### src/rtl/fetch_unit.sv
// Instruction-fetch stage: owns PC and IR, fetches over a req/ready memory handshake.
// Optional fetch timeout with sticky fault is enabled by defining FETCH_TIMEOUT_EN.
module fetch_unit #(
  parameter int ADDR_W  = 16,
  parameter int TIMEOUT = 15
) (
  input  logic              clk,
  input  logic              rst_f,
  input  logic              pc_sel,
  input  logic              pc_write,
  input  logic              pc_rst,
  input  logic              br_sel,
  input  logic              ir_load,
  input  logic [31:0]       mem_rdata,
  input  logic              mem_ready,
  output logic              mem_req,
  output logic [ADDR_W-1:0] mem_addr,
  output logic [31:0]       instr,
  output logic [3:0]        opcode,
  output logic [3:0]        mm,
  output logic [ADDR_W-1:0] pc_out,
  output logic              fetch_busy,
  output logic              fetch_fault
);

  typedef enum logic {ST_IDLE, ST_WAIT} state_t;

  state_t            state;
  logic [ADDR_W-1:0] pc;
  logic [31:0]       ir;
  logic [ADDR_W-1:0] pc_inc;
  logic [ADDR_W-1:0] br_abs;
  logic [ADDR_W-1:0] br_rel;

  assign pc_inc = pc + ADDR_W'(1);
  assign br_abs = ADDR_W'(ir[15:0]);
  // Relative branches are taken from the already-incremented PC.
  assign br_rel = pc + ADDR_W'($signed(ir[15:0]));

  assign mem_addr = pc;
  assign pc_out   = pc;
  assign instr    = ir;
  assign opcode   = ir[31:28];
  assign mm       = ir[27:24];

`ifdef FETCH_TIMEOUT_EN
  localparam int CNT_W = ($clog2(TIMEOUT + 1) < 4) ? 4 : $clog2(TIMEOUT + 1);
  logic [CNT_W-1:0] tmo_cnt;
`else
  assign fetch_fault = 1'b0;
`endif

  always_ff @(posedge clk) begin
    if (!rst_f) begin
      state      <= ST_IDLE;
      pc         <= '0;
      ir         <= '0;
      mem_req    <= 1'b0;
      fetch_busy <= 1'b0;
`ifdef FETCH_TIMEOUT_EN
      tmo_cnt     <= '0;
      fetch_fault <= 1'b0;
`endif
    end else if (pc_rst) begin
      // Clears PC in either state; an outstanding fetch is dropped and IR kept.
      state      <= ST_IDLE;
      pc         <= '0;
      mem_req    <= 1'b0;
      fetch_busy <= 1'b0;
    end else if (state == ST_WAIT) begin
      if (mem_ready) begin
        ir         <= mem_rdata;
        pc         <= pc_inc;
        state      <= ST_IDLE;
        mem_req    <= 1'b0;
        fetch_busy <= 1'b0;
      end
`ifdef FETCH_TIMEOUT_EN
      else if (tmo_cnt == CNT_W'(TIMEOUT - 1)) begin
        ir          <= '0;
        pc          <= pc_inc;
        state       <= ST_IDLE;
        mem_req     <= 1'b0;
        fetch_busy  <= 1'b0;
        fetch_fault <= 1'b1;
      end else begin
        tmo_cnt <= tmo_cnt + CNT_W'(1);
      end
`endif
    end else if (pc_write) begin
      if (pc_sel) begin
        if (!ir_load) begin
          pc <= br_sel ? br_abs : br_rel;
        end
      end else if (ir_load) begin
        state      <= ST_WAIT;
        mem_req    <= 1'b1;
        fetch_busy <= 1'b1;
`ifdef FETCH_TIMEOUT_EN
        tmo_cnt    <= '0;
`endif
      end else begin
        pc <= pc_inc;
      end
    end
  end

endmodule

### config.mk
export PLATFORM = sky130hd
export DESIGN_NAME = fetch_unit
export DESIGN_NICKNAME = d
export VERILOG_FILES = /design/src/rtl/fetch_unit.sv
export SDC_FILE = /design/constraint.sdc
export NUM_CORES = 1
export LEC_CHECK = 0
export ABC_AREA = 1
export CAP_MARGIN = 20
export CORE_ASPECT_RATIO = 1.2
export CORE_UTILIZATION = 52
export CTS_BUF_LIST = sky130_fd_sc_hd__clkbuf_8
export DETAILED_ROUTE_END_ITERATION = 8
export HOLD_SLACK_MARGIN = 0.05
export PLACE_DENSITY = 0.87
export SETUP_SLACK_MARGIN = 0.1
export SYNTH_ARGS = -nofsm -noshare
export SYNTH_HDL_FRONTEND = slang
export SYNTH_SLANG_ARGS = --single-unit
export TNS_END_PERCENT = 20
### constraint.sdc
create_clock -name clk -period 3.5 [get_ports clk]
set_input_delay 0.7 -clock clk [delete_from_list [all_inputs] [get_ports clk]]
set_output_delay 0.7 -clock clk [all_outputs]
set_load 0.005 [all_outputs]
# Word level (Yosys, flattened, before mapping)
# Cells that the tools add are included.
[classes]
add_sub_neg = 2
eq_ne = 3
mux = 17
n_bitwise = 2
n_reduce_logical = 6
[op_table]
columns = ["cell", "count"]
rows = [
  ["two-way mux 16 bit", 7],
  ["adder 16 x 1 -> 16 bit (second input constant)", 1],
  ["adder 16 bit", 1],
  ["two-way mux 1 bit", 10],
  ["AND reduction 3 bit", 2],
  ["!= test 2 x 1 -> 1 bit (second input constant)", 2],
  ["AND reduction 4 bit", 1],
  ["nonzero test 2 bit", 2],
  ["!= test 2 bit (second input constant)", 1],
  ["NOT 1 bit", 2],
  ["OR reduction 2 bit", 1],
]
[totals]
regBits = 50
elab_cells = 34

# Depth between registers and ports, before layout
[logic_depth]
ltp_word = 6
mapped_depth = 13

# Worst setup path before layout
# OpenSTA, ideal clock, no wires.
[synth_timing]
path_kind = "register to register"
startpoint = "reg pc[0] (netlist: mem_addr[0])"
endpoint = "reg pc[6] (netlist: mem_addr[6])"
arrival_time_ps = 1708
path_slack_ps = 1656
path_stages_with_launch = 12
cell_sequence = "dfxtp_1 > ha_1 > fa_1 > nand2_1 > nand2_1 > nand3_1 > nand2_1 > or2_2 > nand3_1 > nand2_1 > nand2_1 > a21oi_2"
[synth_via]
elab_chain_len = 6
[synth_rtl]
columns = ["item", "line", "text"]
rows = [
  ["from (decl)", "29", "logic [ADDR_W-1:0] pc;"],
  ["from (signal assigned)", "73", "pc <= pc_inc;"],
  ["from (signal assigned)", "93", "pc <= br_sel ? br_abs : br_rel;"],
  ["from (signal assigned)", "103", "pc <= pc_inc;"],
  ["adder 16 bit", "38", "assign br_rel = pc + ADDR_W'($signed(ir[15:0]));"],
  ["two-way mux 16 bit", "93", ""],
  ["two-way mux 16 bit", "92", "if (!ir_load) begin"],
  ["two-way mux 16 bit", "91", "if (pc_sel) begin"],
  ["two-way mux 16 bit", "90", "end else if (pc_write) begin"],
  ["two-way mux 16 bit *", "70", "end else if (state == ST_WAIT) begin"],
]
# Mark *: on every way between the ends. The rest lies on a longest branch, timed or not. The select of a mux whose other input is x is not followed.
# A chain may end at the register's enable or synchronous reset.

# Final worst setup path
[layout_timing]
startpoint = "in mem_ready"
endpoint = "reg ir[0] (netlist: instr[0])"
[layout_via]
elab_chain_len = 1
[layout_rtl]
columns = ["item", "line", "text"]
rows = [
  ["from (decl)", "15", "input logic mem_ready,"],
  ["AND reduction 3 bit (no line)", "n/a", ""],
  ["to (signal assigned)", "72", "ir <= mem_rdata;"],
  ["to (decl)", "30", "logic [31:0] ir;"],
]
# No other way between the ends.

==> summary.md <==
| Metric | Value |
|---|---|
| Run status | finished, final reports clean |
| Proportion of netlist area held by the largest area contributor | 28.1% |
| Met3 Use GR | just over 6% |
| Most used DFF post-synth | dfxtp_1 |
| Cell at the slowest stage of the critical path | clkdlybuf4s50_1 |
| Global routing's busiest layer | met2 |
| Met1 track demand over resource in global routing | between 30% and 40% |
| Final wirelength | 10200 um |
| Post-DP HPWL | roughly 7600 um |
| Number of post-CTS setup repair buffers | 0 |
| Via count of the first global-routing pass | 3694 |
| CTS tree | built |
| Largest buffer count on any clock path | 2 |
| Fin Setup TNS | 0 ns |
| Clock Latency Late Sink | 0.31 ns |
| Final-report setup violation count | 0 |
| Mean Syn Cell Area | between 6 and 7 um^2 |
| Count of synthesis-stage warnings from yosys | 0 |
| Initial cell density of the core | 54.6% |
| Global routing usage summed across all routing layers | 28.8% |
| Critical Path Max Stage Delay | 0.48 ns |
| Pwr per Cell Area | between 200 and 250 nW/um^2 |
| PostCTS Resize Cnt | 0 |
| Area taken by multi-input logic gates | 2020 um^2 |
| Number of buffers created by CTS | 5 |
| Arrival time worst endpoint | 2.46 ns |
| Fraction of layout cells with a size suffix above 1 | roughly 5.5% |
| Clk sinks | 50 |
| Static power due to leakage | approximately 2.1 nW |
| Distinct cells, synth | 34 |
| Average wire per cell in the routed design | 13.8 um |
| Worst path cell trace | clkdlybuf4s50_1 -> nand2_1 -> nor2_1 -> clkinv_1 -> buf_4 -> o21ai_0 -> a21oi_1 |
| Main area contributors after synthesis | dfxtp_1 (28%), nand2_1 (15%), nor2_1 (8.5%) |
| # rows | 32 |
| DRC violation count after routing | 0 |
| Quantity of I/O buffers inserted on ports | 113 |
| Die Wd | 77.6 um |
| Core Box Area | 6530 um^2 |
| Ant diodes | 0 |
| Number of hold-slack violations in the final timing report | 0 |
| Post-synthesis async set-or-reset flop share | 0% |
| Area used by sequential logic in the layout | 1000 um^2 |
| Final std cell area, no fill | 4650 um^2 |
| Critical path class | in2reg |
| Transition time at the pin with the least slew margin | 0.635 ns |
| Count of filler cells inserted in the layout | 556 |
| Post-route insts no fill | approximately 740 |
| Type of element capturing the critical path | flop |
| Number of I/O pins | between 100 and 150 |
| Worst-path fanout max | 18 |
| Total nets after synthesis | 625 |
| Number of search-and-repair iterations in the first detailed-routing pass | 5 |
| Max-slew headroom | 57.6% |
| Cell count after synthesis | 568 |
| Mapped Area | 3560 um^2 |
| Max Clk Rate | 442 MHz |
| Data required time of the worst path | 3.70 ns |
| Post-placement cell count | 727 |
| Sequential-to-total area share from yosys stat | 28.1% |
| Number of levels the H-tree was split into | 2 |
| Hold-fix buffers, CTS | 0 |
| Area enclosed by the die boundary | 7190 um^2 |
| Weighted congestion at the end of routability-driven global placement | 0.901 |
| Routing usage on met2 | 51.3% |
| Congestion Overflow GR | 0 |
| Number of enable-type register cells in the synthesized netlist | 0 |
| Antenna Violating Nets Remaining | 0 |
| Worst clock skew | about 0.010 ns |
| Number of maximum-capacitance constraint violations | 0 |
| Antenna violations before repair | 0 |
| Setup repair after global routing missed its margin | no |
| Die Ht | 92.7 um |
| Post-detailed-placement cell area | 4550 um^2 |
| Via total after detailed routing | approximately 4k |
| Clock transition at the registers of the reported paths | around 0.1 ns |
| Maximum number of pins on one net before global-route repair | 34 |
| Total count of max-transition violations in the final report | 0 |
| Worst Hold Class | reg2reg |
| Min Hold Slack | 0.491 ns |
| Initial detailed-routing violation count | 306 |
| Vias per cell | 5.39 |
| First-pass GRT wire length | 16600 um |
| Maximum VDD drop | 0.219 mV |
| Clock tree root driver cell | clkbuf_8 |
| #FFs+latches synth | 50 |
| Most area-hungry cell type in the Yosys netlist | dfxtp_1 |
| Layout overhead on the synthesized area | 30.4% |
| Period utilization | 64.7% |
| Count of nets after finishing | approximately 710 |
| Startpoint type of the worst setup path | input pin |
| Min Clock Period, post-route | 2.26 ns |
metrics by stage:
| step | utilization, % | setup WS [ns] | power (W) |
|---|---|---|---|
| 2_1_floorplan | - | 1.66 | 0.000678 |
| 3_3_place_gp | 69.7 | 1.03 | 0.000756 |
| 3_5_place_dp | 69.7 | 0.941 | 0.000759 |
| 4_1_cts | 71.2 | 1.28 | 0.00111 |
| 5_1_grt | 71.2 | 1.09 | 0.00115 |
| 6_report | 71.2 | 1.24 | 0.00111 |
final timing paths:
| check | end | depth (start not counted) | slack [ns] | startpoint |
|---|---|---|---|---|
| worst max-delay path | instr[0]$_SDFFE_PN0P_ | 7 | 1.24 | mem_ready |
| worst max register to register | mem_addr[6]$_SDFFE_PP0P_ | 11 | 1.30 | mem_addr[0]$_SDFFE_PP0P_ |
| worst min register to register | fetch_busy$_SDFFE_PP0P_ | 2 | 0.49 | fetch_busy$_SDFFE_PP0P_ |
| worst min-delay path | fetch_busy$_SDFFE_PP0P_ | 2 | 0.49 | fetch_busy$_SDFFE_PP0P_ |
where the power goes:
group          internal, W  switching [W]
combinational    0.0000839      0.0000772
sequential        0.000576      0.0000120
clock             0.000145       0.000218
routing by layer:
metal	part of all wire, %	vias to the layer above
met3	7.6	29
met4	2.9	0
met1	41	1812
met5	0	-
met2	49	178
li1	-	1944
cells by family (layout without fill, tap and decap cells):
logic type                 Yosys count  after routing  synth area share [%]
other                                1              1                 0.105
adders and majority gates           17             17                  6.18
xor gates and xnor gates             3              3                 0.737
AOI/OAI and AO/OA                  100            100                  14.9
and+or+nand+nor                    287            287                  34.8
DFF                                 50             50                  28.1
buffers and inverters              110            192                  15.1
layout make-up:
type,count,area share [%]
clock buffers,5,1.48
inverters,66,5.44
repair buffers,118,25.2
well taps,85,2.29
flip-flops and latches,50,21.5
clock inverters,3,0.539
multi-input cells,408,43.5
critical path, delay by kind of cell:
kind	cells	cell delay (ns)
AO/OA/AOI/OAI	2	0.30
AND/OR/NAND/NOR	2	0.24
buffers and inverters	3	1.21
layout by cell type, fill, tap and decap left out, drive strengths merged, types with 4 or more instances in the layout:
cell	netlist	layout
nand3	30	30
dfxtp	50	50
clkdlybuf4s50	0	113
nand2	142	142
ha	16	16
inv	63	64
clkinv	3	4
or2	8	8
nor2	87	87
o21ai	43	43
buf	36	5
nand4	6	6
a21oi	54	54
clkbuf	8	5
nor3	8	8
cell usage after synthesis (3+ instances only):
cell type	instances
nand4_1	6
nor3_1	8
and2_1	3
nor2_4	6
a21oi_2	6
dfxtp_1	50
nand3b_1	3
nand2_2	3
or2_2	3
clkbuf_1	8
ha_1	16
a21oi_1	48
inv_1	61
buf_2	7
or2_0	3
nand3_1	28
nor2_1	81
buf_4	26
nand2_1	139
o21ai_0	41
flip-flops by register name, summed over array words and instances (netlist names):
name	flops
instr	32
mem_addr	16
fetch_busy	1
state	1
Power figures use the tool's default switching activity.
